**src/rtl/polaris_pkg.sv**
```systemverilog
// Shared types and constants for the polaris_cpu OP-IMM sequencer.
// POLARIS_SHIFTS_EN adds SLLI/SRLI/SRAI to the legal decode and the ALU.
package polaris_pkg;

    typedef enum logic [2:0] {
        ST_RST,
        ST_FETCH,
        ST_EXEC0,
        ST_EXEC1,
        ST_EXEC2,
        ST_JAM
    } state_e;

    localparam logic [63:0] RESET_VECTOR_DEF = 64'hFFFF_FFFF_FFFF_FF00;

    localparam logic [6:0] OPC_OPIMM = 7'b0010011;

    localparam logic [2:0] F3_ADDI  = 3'b000;
    localparam logic [2:0] F3_SLLI  = 3'b001;
    localparam logic [2:0] F3_SLTI  = 3'b010;
    localparam logic [2:0] F3_SLTIU = 3'b011;
    localparam logic [2:0] F3_XORI  = 3'b100;
    localparam logic [2:0] F3_SRXI  = 3'b101;
    localparam logic [2:0] F3_ORI   = 3'b110;
    localparam logic [2:0] F3_ANDI  = 3'b111;

    localparam logic [1:0] SIZ_IDLE = 2'b00;
    localparam logic [1:0] SIZ_WORD = 2'b10;

    function automatic logic opimm_legal(logic [31:0] ir);
        logic ok;
        ok = 1'b0;
        if (ir[6:0] == OPC_OPIMM) begin
            case (ir[14:12])
                F3_ADDI, F3_SLTI, F3_SLTIU,
                F3_XORI, F3_ORI, F3_ANDI: ok = 1'b1;
`ifdef POLARIS_SHIFTS_EN
                F3_SLLI: ok = (ir[31:26] == 6'b000000);
                F3_SRXI: ok = (ir[31:26] == 6'b000000) ||
                              (ir[31:26] == 6'b010000);
`endif
                default: ok = 1'b0;
            endcase
        end
        return ok;
    endfunction

    function automatic logic [63:0] opimm_alu(logic [31:0] ir,
                                               logic [63:0] a);
        logic [63:0] imm;
        logic [63:0] r;
        imm = {{52{ir[31]}}, ir[31:20]};
        case (ir[14:12])
            F3_SLTI:  r = {63'd0, $signed(a) < $signed(imm)};
            F3_SLTIU: r = {63'd0, a < imm};
            F3_XORI:  r = a ^ imm;
            F3_ORI:   r = a | imm;
            F3_ANDI:  r = a & imm;
`ifdef POLARIS_SHIFTS_EN
            F3_SLLI:  r = a << ir[25:20];
            F3_SRXI:  r = ir[30] ? 64'($signed(a) >>> ir[25:20])
                                 : a >> ir[25:20];
`endif
            default:  r = a + imm;
        endcase
        return r;
    endfunction

endpackage

```
**src/rtl/polaris_if.sv**
```systemverilog
// Instruction fetch bus between polaris_cpu (master) and memory (slave).
interface polaris_if;
    logic        iack_i;
    logic [31:0] idat_i;
    logic [63:0] iadr_o;
    logic [1:0]  isiz_o;

    modport master (input iack_i, input idat_i,
                    output iadr_o, output isiz_o);
    modport slave  (output iack_i, output idat_i,
                    input iadr_o, input isiz_o);
endinterface

```
**src/rtl/xrs.sv**
```systemverilog
// 32 x 64-bit integer register file, x0 hardwired to zero.
module xrs (
    input  logic        clk_i,
    input  logic [4:0]  raddr_i,
    output logic [63:0] rdata_o,
    input  logic        we_i,
    input  logic [4:0]  waddr_i,
    input  logic [63:0] wdata_i
);
    logic [63:0] regs_q [32];

    assign rdata_o = (raddr_i == 5'd0) ? 64'd0 : regs_q[raddr_i];

    // Contents survive reset; only the write strobe is gated by it.
    always_ff @(posedge clk_i) begin
        if (we_i && (waddr_i != 5'd0)) begin
            regs_q[waddr_i] <= wdata_i;
        end
    end
endmodule

```
**src/rtl/polaris_cpu.sv**
```systemverilog
// Multi-cycle OP-IMM-only RV64 sequencer; jams on any other word.
// Build with POLARIS_SHIFTS_EN to accept SLLI/SRLI/SRAI.
module polaris_cpu
    import polaris_pkg::*;
#(
    parameter logic [63:0] RESET_VECTOR = RESET_VECTOR_DEF
) (
    input  logic      clk_i,
    input  logic      reset_i,
    polaris_if.master ibus,
    output logic      jammed_o
);
    state_e      state_q;
    logic [63:0] pc_q;
    logic [31:0] ir_q;
    logic [63:0] rs1_q;
    logic [63:0] res_q;
    logic [63:0] iadr_q;
    logic [1:0]  isiz_q;
    logic        jam_q;
    logic [63:0] rdata;
    logic        we;

    assign we = (state_q == ST_EXEC2);

    xrs u_xrs (
        .clk_i   (clk_i),
        .raddr_i (ir_q[19:15]),
        .rdata_o (rdata),
        .we_i    (we),
        .waddr_i (ir_q[11:7]),
        .wdata_i (res_q)
    );

    assign ibus.iadr_o = iadr_q;
    assign ibus.isiz_o = isiz_q;
    assign jammed_o    = jam_q;

    // Bus outputs are registered: each transition loads the values
    // belonging to the state being entered.
    always_ff @(posedge clk_i or negedge reset_i) begin
        if (!reset_i) begin
            state_q <= ST_RST;
            pc_q    <= RESET_VECTOR;
            ir_q    <= '0;
            rs1_q   <= '0;
            res_q   <= '0;
            iadr_q  <= '0;
            isiz_q  <= SIZ_IDLE;
            jam_q   <= 1'b0;
        end else begin
            unique case (state_q)
                ST_RST: begin
                    state_q <= ST_FETCH;
                    iadr_q  <= pc_q;
                    isiz_q  <= SIZ_WORD;
                end
                ST_FETCH: begin
                    if (ibus.iack_i) begin
                        ir_q    <= ibus.idat_i;
                        pc_q    <= pc_q + 64'd4;
                        state_q <= ST_EXEC0;
                        iadr_q  <= '0;
                        isiz_q  <= SIZ_IDLE;
                    end
                end
                ST_EXEC0: begin
                    rs1_q <= rdata;
                    if (opimm_legal(ir_q)) begin
                        state_q <= ST_EXEC1;
                    end else begin
                        state_q <= ST_JAM;
                        jam_q   <= 1'b1;
                    end
                end
                ST_EXEC1: begin
                    res_q   <= opimm_alu(ir_q, rs1_q);
                    state_q <= ST_EXEC2;
                end
                ST_EXEC2: begin
                    state_q <= ST_FETCH;
                    iadr_q  <= pc_q;
                    isiz_q  <= SIZ_WORD;
                end
                ST_JAM: begin
                    state_q <= ST_JAM;
                end
                default: begin
                    state_q <= ST_JAM;
                    jam_q   <= 1'b1;
                end
            endcase
        end
    end
endmodule

```
**src/flat_wrapper.sv**
```systemverilog
// flat-port wrapper written by rule: the top's interface ports become plain ports
module polaris_cpu_flat import polaris_pkg::*;
#(
    parameter logic [63:0] RESET_VECTOR = RESET_VECTOR_DEF
)
  (clk_i, reset_i, jammed_o, ibus_iack_i, ibus_idat_i, ibus_iadr_o, ibus_isiz_o);
  polaris_if ibus_i ();
  input  logic clk_i;
  input  logic reset_i;
  output logic jammed_o;
  input wire logic [$bits(ibus_i.iack_i)-1:0] ibus_iack_i;
  input wire logic [$bits(ibus_i.idat_i)-1:0] ibus_idat_i;
  output wire logic [$bits(ibus_i.iadr_o)-1:0] ibus_iadr_o;
  output wire logic [$bits(ibus_i.isiz_o)-1:0] ibus_isiz_o;
  assign ibus_i.iack_i = ibus_iack_i;
  assign ibus_i.idat_i = ibus_idat_i;
  assign ibus_iadr_o = ibus_i.iadr_o;
  assign ibus_isiz_o = ibus_i.isiz_o;
  polaris_cpu #(.RESET_VECTOR(RESET_VECTOR)) u_core (.clk_i(clk_i), .reset_i(reset_i), .ibus(ibus_i), .jammed_o(jammed_o));
endmodule
```
**config.mk**
```make
export PLATFORM = sky130hd
export DESIGN_NAME = polaris_cpu_flat
export DESIGN_NICKNAME = d
export VERILOG_FILES = /design/src/rtl/polaris_pkg.sv /design/src/rtl/polaris_if.sv /design/src/rtl/xrs.sv /design/src/rtl/polaris_cpu.sv /design/src/flat_wrapper.sv
export SDC_FILE = /design/constraint.sdc
export NUM_CORES = 1
export LEC_CHECK = 0
export BUFFER_PORTS_ARGS = -buffer_cell sky130_fd_sc_hd__buf_2
export CORE_AREA = 2 2 162 101
export CTS_BUF_LIST = sky130_fd_sc_hd__clkbuf_16
export CTS_CLUSTER_DIAMETER = 60
export DETAILED_ROUTE_END_ITERATION = 6
export DIE_AREA = 0 0 164 103
export HOLD_SLACK_MARGIN = 0.15
export PLACE_DENSITY = 0.61
export SYNTH_ARGS = -nofsm -noshare
export SYNTH_HDL_FRONTEND = slang
export SYNTH_HIERARCHICAL = 1
export SYNTH_SLANG_ARGS = --single-unit
export TNS_END_PERCENT = 1
```
**constraint.sdc**
```tcl
create_clock -name clk_i -period 2.3 [get_ports clk_i]
set_input_delay 0.23 -clock clk_i [delete_from_list [all_inputs] [get_ports clk_i]]
set_output_delay 0.23 -clock clk_i [all_outputs]
set_load 0.02 [all_outputs]
```
== Yosys cells after proc, flatten, opt, wreduce, memory -nomap -nowiden ==
Index checks and enable logic that the tools add are counted.

* Register bits: 149
* Latch bits: 0
* Bits in writable memories: 0
* Bits in read-only memories: 0
* Bits of input ports: 35
* Output and inout bits: 67
* Word-level logic and storage cells: 42
* Memories: 0

* Add/subtract/negate cells: 1
* Multipliers: 0
* Div/mod/pow operators: 0
* Magnitude comparators: 0
* Equal/unequal tests: 13
* Shifts and indexed selects: 0
* Mux-type cells: 12
* Bitwise logic cells: 1
* Reductions and logical operators: 9

{| class="wikitable"
|+ Operator list
! operator !! number
|-
| $pmux 64 s2 || 1
|-
| $add 64x3->64 const B || 1
|-
| $mux 64 || 1
|-
| $eq 3x3->1 const B || 5
|-
| $eq 3x2->1 const B || 4
|-
| $pmux 3 s4 || 1
|-
| $eq 7x5->1 const B || 1
|-
| $logic_not 3->1 || 2
|-
| $mux 3 || 2
|-
| $reduce_and 2->1 || 3
|-
| $reduce_or 6->1 || 1
|-
| $reduce_or 5->1 || 1
|-
| $mux 1 || 4
|-
| $ne 2x2->1 const B || 2
|-
| $pmux 2 s2 || 1
|-
| $eq 3x1->1 const B || 1
|-
| $mux 2 || 1
|-
| $pmux 1 s2 || 1
|-
| $reduce_bool 2->1 || 1
|-
| $reduce_or 2->1 || 1
|-
| $not 1->1 || 1
|}

== Depth between registers and ports, before layout ==
Gate-level depths: netlist of the first run.

* Depth in word-level cells: 7
* Depth in mapped cells: 8
* Depth with buffers taken out: 6

== Worst setup path before layout of the first run ==
OpenSTA, ideal clock, no wires.

* Path kind: reg-to-reg
* Start point: register u_core.pc_q[28]
* End point: register u_core.pc_q[59]
* Library setup time: 0.075 ns
* Arrival: 2.264 ns
* Required time: 2.225 ns
* Setup slack: -0.039 ns
* Stages on the path, launching flop included: 8
* Path buffers: 2
* Clock period less this slack: 2.339 ns
* Cell sequence: dfstp_2 -> clkbuf_1 -> nand4_1 -> or3_1 -> or4_4 -> buf_6 -> nor4b_4 -> xor2_1

* Cells in the longest elaborated chain, start to end: 1

{| class="wikitable"
|+ Ends and longest elaborated chain
! what !! line !! text
|-
| from (decl) || polaris_cpu.sv:14 || <nowiki>logic [63:0] pc_q;</nowiki>
|-
| from (signal assigned) || polaris_cpu.sv:61 || <nowiki>pc_q <= pc_q + 64'd4;</nowiki>
|-
| $add 64x3->64 || polaris_cpu.sv:61 ||
|}

No other way between the ends.
A chain may end at the register's enable or synchronous reset.

== Worst setup path in the final report of the first run ==
* Start point: register u_core.pc_q[8]
* End point: register u_core.pc_q[34]

Same word-level chain as after synthesis.

==> results.yml, run 1 <==
yosys:
  ys_async_sr_fraction_pct: 100
  ys_seq_area_share_pct: 58.4
  ys_types: 34
  synth_edf_count: 0
  synth_ff_type: "dfrtp_1"
  synth-seq-cells: 138
  netlist_instances: 617
  yosys_warnings: 6
  netlist_area_um2: 6040
  synth.avg_cell_area_um2: 9.78
route:
  wirelength_um: 14800
  via_count: 4865
  drc: 0
  wl_per_cell_um: 15.3
  drt_pass1_iterations: 4
  initialDrtViolationCount: 405
  ant_nets: 0
  drt-vias-per-instance: 5.03
grt:
  grt_pass1_wl_um: 24400
  gr-total-overflow: 0
  grt_start_max_net_pins: 74
  grt_use_total_pct: 18.5
  antenna_found_initial: 0
  first_global_vias: 4826
die:
  rows: 36
  die_area_um2: 16900
  start_util_pct: 38.6
  die-width_um: 164
  dieHeight_um: 103
  num_io_pins: 102
  core_um2: 15600
sta:
  min_period_ns: 2.27
  fin_skew_ns: 0.0109
  fmax_mhz: 441
  maxSlewViolCount: 0
  grt_setup_unrepaired: "true"
  hold_viol: 0
  setup_violations: 0
  setup_tns_ns: 0
  slew_headroom_pct: 48.7
  period_share_pct: 98.5
  worstMarginPinSlew_ns: 0.770
  worst_slack_ns: 0.0340
placement:
  io_buffers: 75
  hpwl_um: 9940
  place_ws_ns: 0.00705
  place_inst: 924
  gp_congestion: 0.838
  placed_area_um2: 6980
cts:
  clk_latency_ns: 0.41
  h-tree-depth: 4
  cts_buffer_depth: 2
  clock-sinks: 138
  cts_tree: "yes"
  cts_setup_buffers: 0
  root_buffer: "clkbuf_16"
  clkTransAtPathRegs_ns: 0.06
  cts_buffers: 17
layout:
  drive_gt1_share_pct: 30.3
  final_cell_mix: "nand2_1 (176), nand3_1 (86), dfrtp_1 (82)"
  layout.cells.non_filler: 967
  final_cell_area_um2: 7720
  antennaDiodeCount: 0
  layout_commonest_cell: "nand2_1"
  num-nets-final: 781
  fill_cells: 1458
  area.growth.synth_to_final_pct: 27.9
critical_path:
  arrival_ns: 2.61
  crit_required_ns: 2.64
  start_kind: "flip-flop"
  endpoint_kind: "flip-flop"
  critPathKind: "flip-flop to flip-flop"
  cp_max_fo: 5
worst_hold_path:
  hold_class: "primary input to async pin"
flow_run:
  max-cap-violations: 0
pwr:
  power.density_nw_per_um2: 870
  peakVddDrop_v: 0.000554
  fin_total_pwr_mw: 6.72
  p_leak_nw: 3.86
outcome:
  status: "completed"
Yosys cell counts (all sizes together), types with 4 or more instances:
cell	n	area [um2]
nand2	176	661
nand3	86	430
dfrtp	82	2050
dfstp	56	1470
xor2	34	298
xnor2	27	236
nor2	25	93.8
clkbuf	20	75.1
nand4	20	125
nor4	16	100
buf	13	72.6
nor3	10	50.1
and3	8	50.1
o21ai	8	40.0
inv	7	26.3
or4	6	48.8
or2	5	31.3
and4	4	35.0
repair_timing:
| item | 4_1_cts | 5_1_grt |
|---|---|---|
| endpoints found under the setup margin | 2 | 22 |
| gates resized for setup | 2 | 10 |
| pin swaps | 2 | 1 |
| hold buffers | 11 | 0 |
| hold endpoints to repair | 21 | 0 |
layout make-up:
type / instances / area, um2 / share of cell area (%)
sequential: 138 / 3520 / 45.6
multi-input combinational: 441 / 2420 / 31.4
timing repair buffer: 140 / 918 / 11.9
clock buffer: 17 / 425 / 5.51
tap: 209 / 262 / 3.39
clock inverter: 15 / 146 / 1.90
inverter: 7 / 26.3 / 0.340
worst max-delay path, cell delays in order, from the launching register on:
cell	delay, ns
dfstp_2	0.53
buf_4	0.13
nand3_1	0.20
or4_1	0.62
or4_1	0.56
xnor2_1	0.16
power breakdown:
group | internal, mW | total (mW) | switching (mW)
clock network | 1.67 | 2.65 | 0.985
registers | 2.65 | 2.77 | 0.119
logic | 0.409 | 1.29 | 0.884
total | 4.73 | 6.72 | 1.99
cell families after synthesis:
| kind of cell | synth area share (%) |
|---|---|
| other | 0.0621 |
| XOR/XNOR | 8.85 |
| adder cells (fa/ha/maj) | 0.207 |
| AND/OR/NAND/NOR | 28.9 |
| AO/OA/AOI/OAI | 0.746 |
| flip-flops | 58.4 |
| buffers and inverters | 2.88 |
stage by stage:
stage / util, % / hold WS (ns)
after floorplan: - / -0.0656
after global placement: 44.7 / 0.263
after detailed placement: 44.7 / 0.273
after CTS: 49.1 / 0.395
after global routing: 49.4 / 0.426
final: 49.4 / 0.385
final timing paths:
check | end | depth (start not counted) | slack, ns | from
max | u_core/pc_q[34] | 5 | 0.03 | u_core/pc_q[8]
min | u_core/ibus.iadr_o[43] | 2 | 0.38 | reset_i
max reg2reg | u_core/pc_q[34] | 5 | 0.03 | u_core/pc_q[8]
min reg2reg | u_core/ir_q[1] | 2 | 0.47 | u_core/ir_q[1]
max in group asynchronous | u_core/pc_q[59] | 3 | 1.15 | reset_i
min in group clk_i | u_core/ir_q[1] | 2 | 0.47 | u_core/ir_q[1]
registers in the layout, indices dropped and copies added (netlist names):
name and flops:
u_core/ibus.iadr_o 62, u_core/pc_q 62, u_core/ir_q 9, u_core/state_q 3
u_core/ibus.isiz_o 1, u_core/jammed_o 1
per-layer routing:
layer | part of all wire (%) | up-vias | track usage [%] | routed length, um
met1 | 50 | 2402 | 27.1 | 7410
met3 | 4.7 | 16 | 3.18 | 696
met2 | 44 | 129 | 28.0 | 6530
met5 | 0 | - | 0 | 0
li1 | - | 2318 | - | -
met4 | 1.1 | 0 | 5.94 | 160
Power figures use the tool's default switching activity.
==> run 2: changes to the inputs <==
--- a/config.mk
+++ b/config.mk
@@ -6,13 +6,13 @@
 export NUM_CORES = 1
 export LEC_CHECK = 0
 export BUFFER_PORTS_ARGS = -buffer_cell sky130_fd_sc_hd__buf_2
-export CORE_AREA = 2 2 162 101
+export CORE_AREA = 2 2 144 90
 export CTS_BUF_LIST = sky130_fd_sc_hd__clkbuf_16
 export CTS_CLUSTER_DIAMETER = 60
 export DETAILED_ROUTE_END_ITERATION = 6
-export DIE_AREA = 0 0 164 103
+export DIE_AREA = 0 0 146 92
 export HOLD_SLACK_MARGIN = 0.15
-export PLACE_DENSITY = 0.61
+export PLACE_DENSITY = 0.75
 export SYNTH_ARGS = -nofsm -noshare
 export SYNTH_HDL_FRONTEND = slang
 export SYNTH_HIERARCHICAL = 1
==> results.yml, run 2 (same netlist as run 1, synthesis figures left out) <==
outcome:
  status: "completed"
placement:
  placed_area_um2: 6920
  io_buffers: 75
  place_ws_ns: 0.00855
  hpwl_um: 9730
  place_inst: 883
  gp_congestion: 0.892
critical_path:
  ff2ff_path_depth: 6
  crit_end: "u_core/pc_q[39]"
  crit_required_ns: 2.64
  reg2reg_from: "u_core/pc_q[8]"
  crit_slowest_cell: "or4_4"
  critPathKind: "flip-flop to flip-flop"
  cpPeakStageDelay_ns: 0.63
  crit_chain: "nand4_1 > or4_4 > or4_4 > buf_4 > nor2_1 > xor2_1"
  cpMostUsedCell: "or4_4"
  crit_start: "u_core/pc_q[8]"
  start_kind: "flip-flop"
  endpoint_kind: "flip-flop"
  r2r-end: "u_core/pc_q[39]"
  rrSetupSlack_ns: 0.01
  arrival_ns: 2.63
  cp_max_fo: 6
die:
  core_um2: 12300
  die_area_um2: 13400
  die-width_um: 146
  start_util_pct: 48.9
  num_io_pins: 102
  dieHeight_um: 92
  rows: 32
sta:
  grt_setup_unrepaired: "true"
  hold_viol: 0
  setup_tns_ns: 0
  min_period_ns: 2.29
  slew_headroom_pct: 49.3
  worstMarginPinSlew_ns: 0.760
  fmax_mhz: 437
  whs_ns: 0.344
  worst_slack_ns: 0.0141
  maxSlewViolCount: 0
  fin_skew_ns: 0.00854
  setup_violations: 0
  period_share_pct: 99.4
layout:
  layout.cells.non_filler: 927
  antennaDiodeCount: 0
  fin_util_pct: 61.7
  area.growth.synth_to_final_pct: 26.0
  drive_gt1_share_pct: 29.7
  final_cell_area_um2: 7610
  num-nets-final: 780
  layout_commonest_cell: "nand2_1"
  final_cell_mix: "nand2_1 (176), nand3_1 (85), dfrtp_1 (82)"
route:
  wl_per_cell_um: 15.1
  drc: 0
  wirelength_um: 14000
  ant_nets: 0
  drt-vias-per-instance: 5.19
  initialDrtViolationCount: 297
  via_count: 4814
  drt_pass1_iterations: 4
cts:
  clkTransAtPathRegs_ns: 0.06
  cts_tree: "yes"
  clk_latency_ns: 0.42
  clock-sinks: 138
  h-tree-depth: 4
  root_buffer: "clkbuf_16"
  cts_buffer_depth: 2
  cts_buffers: 17
grt:
  gr-total-overflow: 0
  grt_use_total_pct: 21.9
  antenna_found_initial: 0
  grt_start_max_net_pins: 75
  first_global_vias: 4751
  grt_pass1_wl_um: 23300
pwr:
  p_leak_nw: 3.84
  peakVddDrop_v: 0.000547
  fin_total_pwr_mw: 6.60
  power.density_nw_per_um2: 868
flow_run:
  max-cap-violations: 0
worst_hold_path:
  hold_class: "primary input to async pin"
-- run 2: what timing repair did --
action / in CTS / in global routing
resized for setup: 1 / 6
setup endpoints to repair: 1 / 11
pin swaps: 3 / 1
hold buffers: 11 / 0
endpoints found under the hold margin: 27 / 0
buffers inserted: 1 / 0
-- run 2: power breakdown --
| group | switching (mW) | leakage (nW) | internal [mW] |
|---|---|---|---|
| sequential | 0.122 | 1.68 | 2.65 |
| clock | 0.971 | 0.280 | 1.55 |
| combinational | 0.874 | 1.88 | 0.428 |
| total | 1.97 | 3.84 | 4.63 |
-- run 2: cell type report --
| class | instances | area [um2] |
|---|---|---|
| clock buffer | 17 | 425 |
| inverter | 7 | 26.3 |
| sequential | 138 | 3520 |
| timing repair buffer | 139 | 911 |
| tap | 170 | 213 |
| clock inverter | 15 | 119 |
| fill | 1040 | 4730 |
| multi-input combinational | 441 | 2390 |
-- run 2: metal layers --
layer	vias up	share of wire [%]	track usage [%]
met5	-	0	0
met4	0	0.69	6.72
met3	13	4.2	5.52
met2	118	45	32.9
met1	2361	50	31.5
li1	2322	-	-
-- run 2: critical path, delay by kind of cell, from the launching register on --
| kind | cells | cell delay, ns |
|---|---|---|
| flops | 1 | 0.53 |
| buf+inv | 1 | 0.18 |
| xor+xnor | 1 | 0.16 |
| simple gates | 4 | 1.35 |
-- run 2: worst min-delay path by stage --
stage | to | startpoint | cells after the start | slack, ns
final | u_core/ibus.iadr_o[13] | reset_i | 2 | 0.34
after detailed placement | u_core/ibus.iadr_o[13] | reset_i | 1 | 0.25
after global routing | u_core/ibus.iadr_o[13] | reset_i | 2 | 0.38
after floorplan | u_core/ibus.iadr_o[10] | reset_i | 0 | -0.07
after global placement | u_core/ibus.iadr_o[13] | reset_i | 1 | 0.24
after CTS | u_core/ibus.iadr_o[13] | reset_i | 2 | 0.36
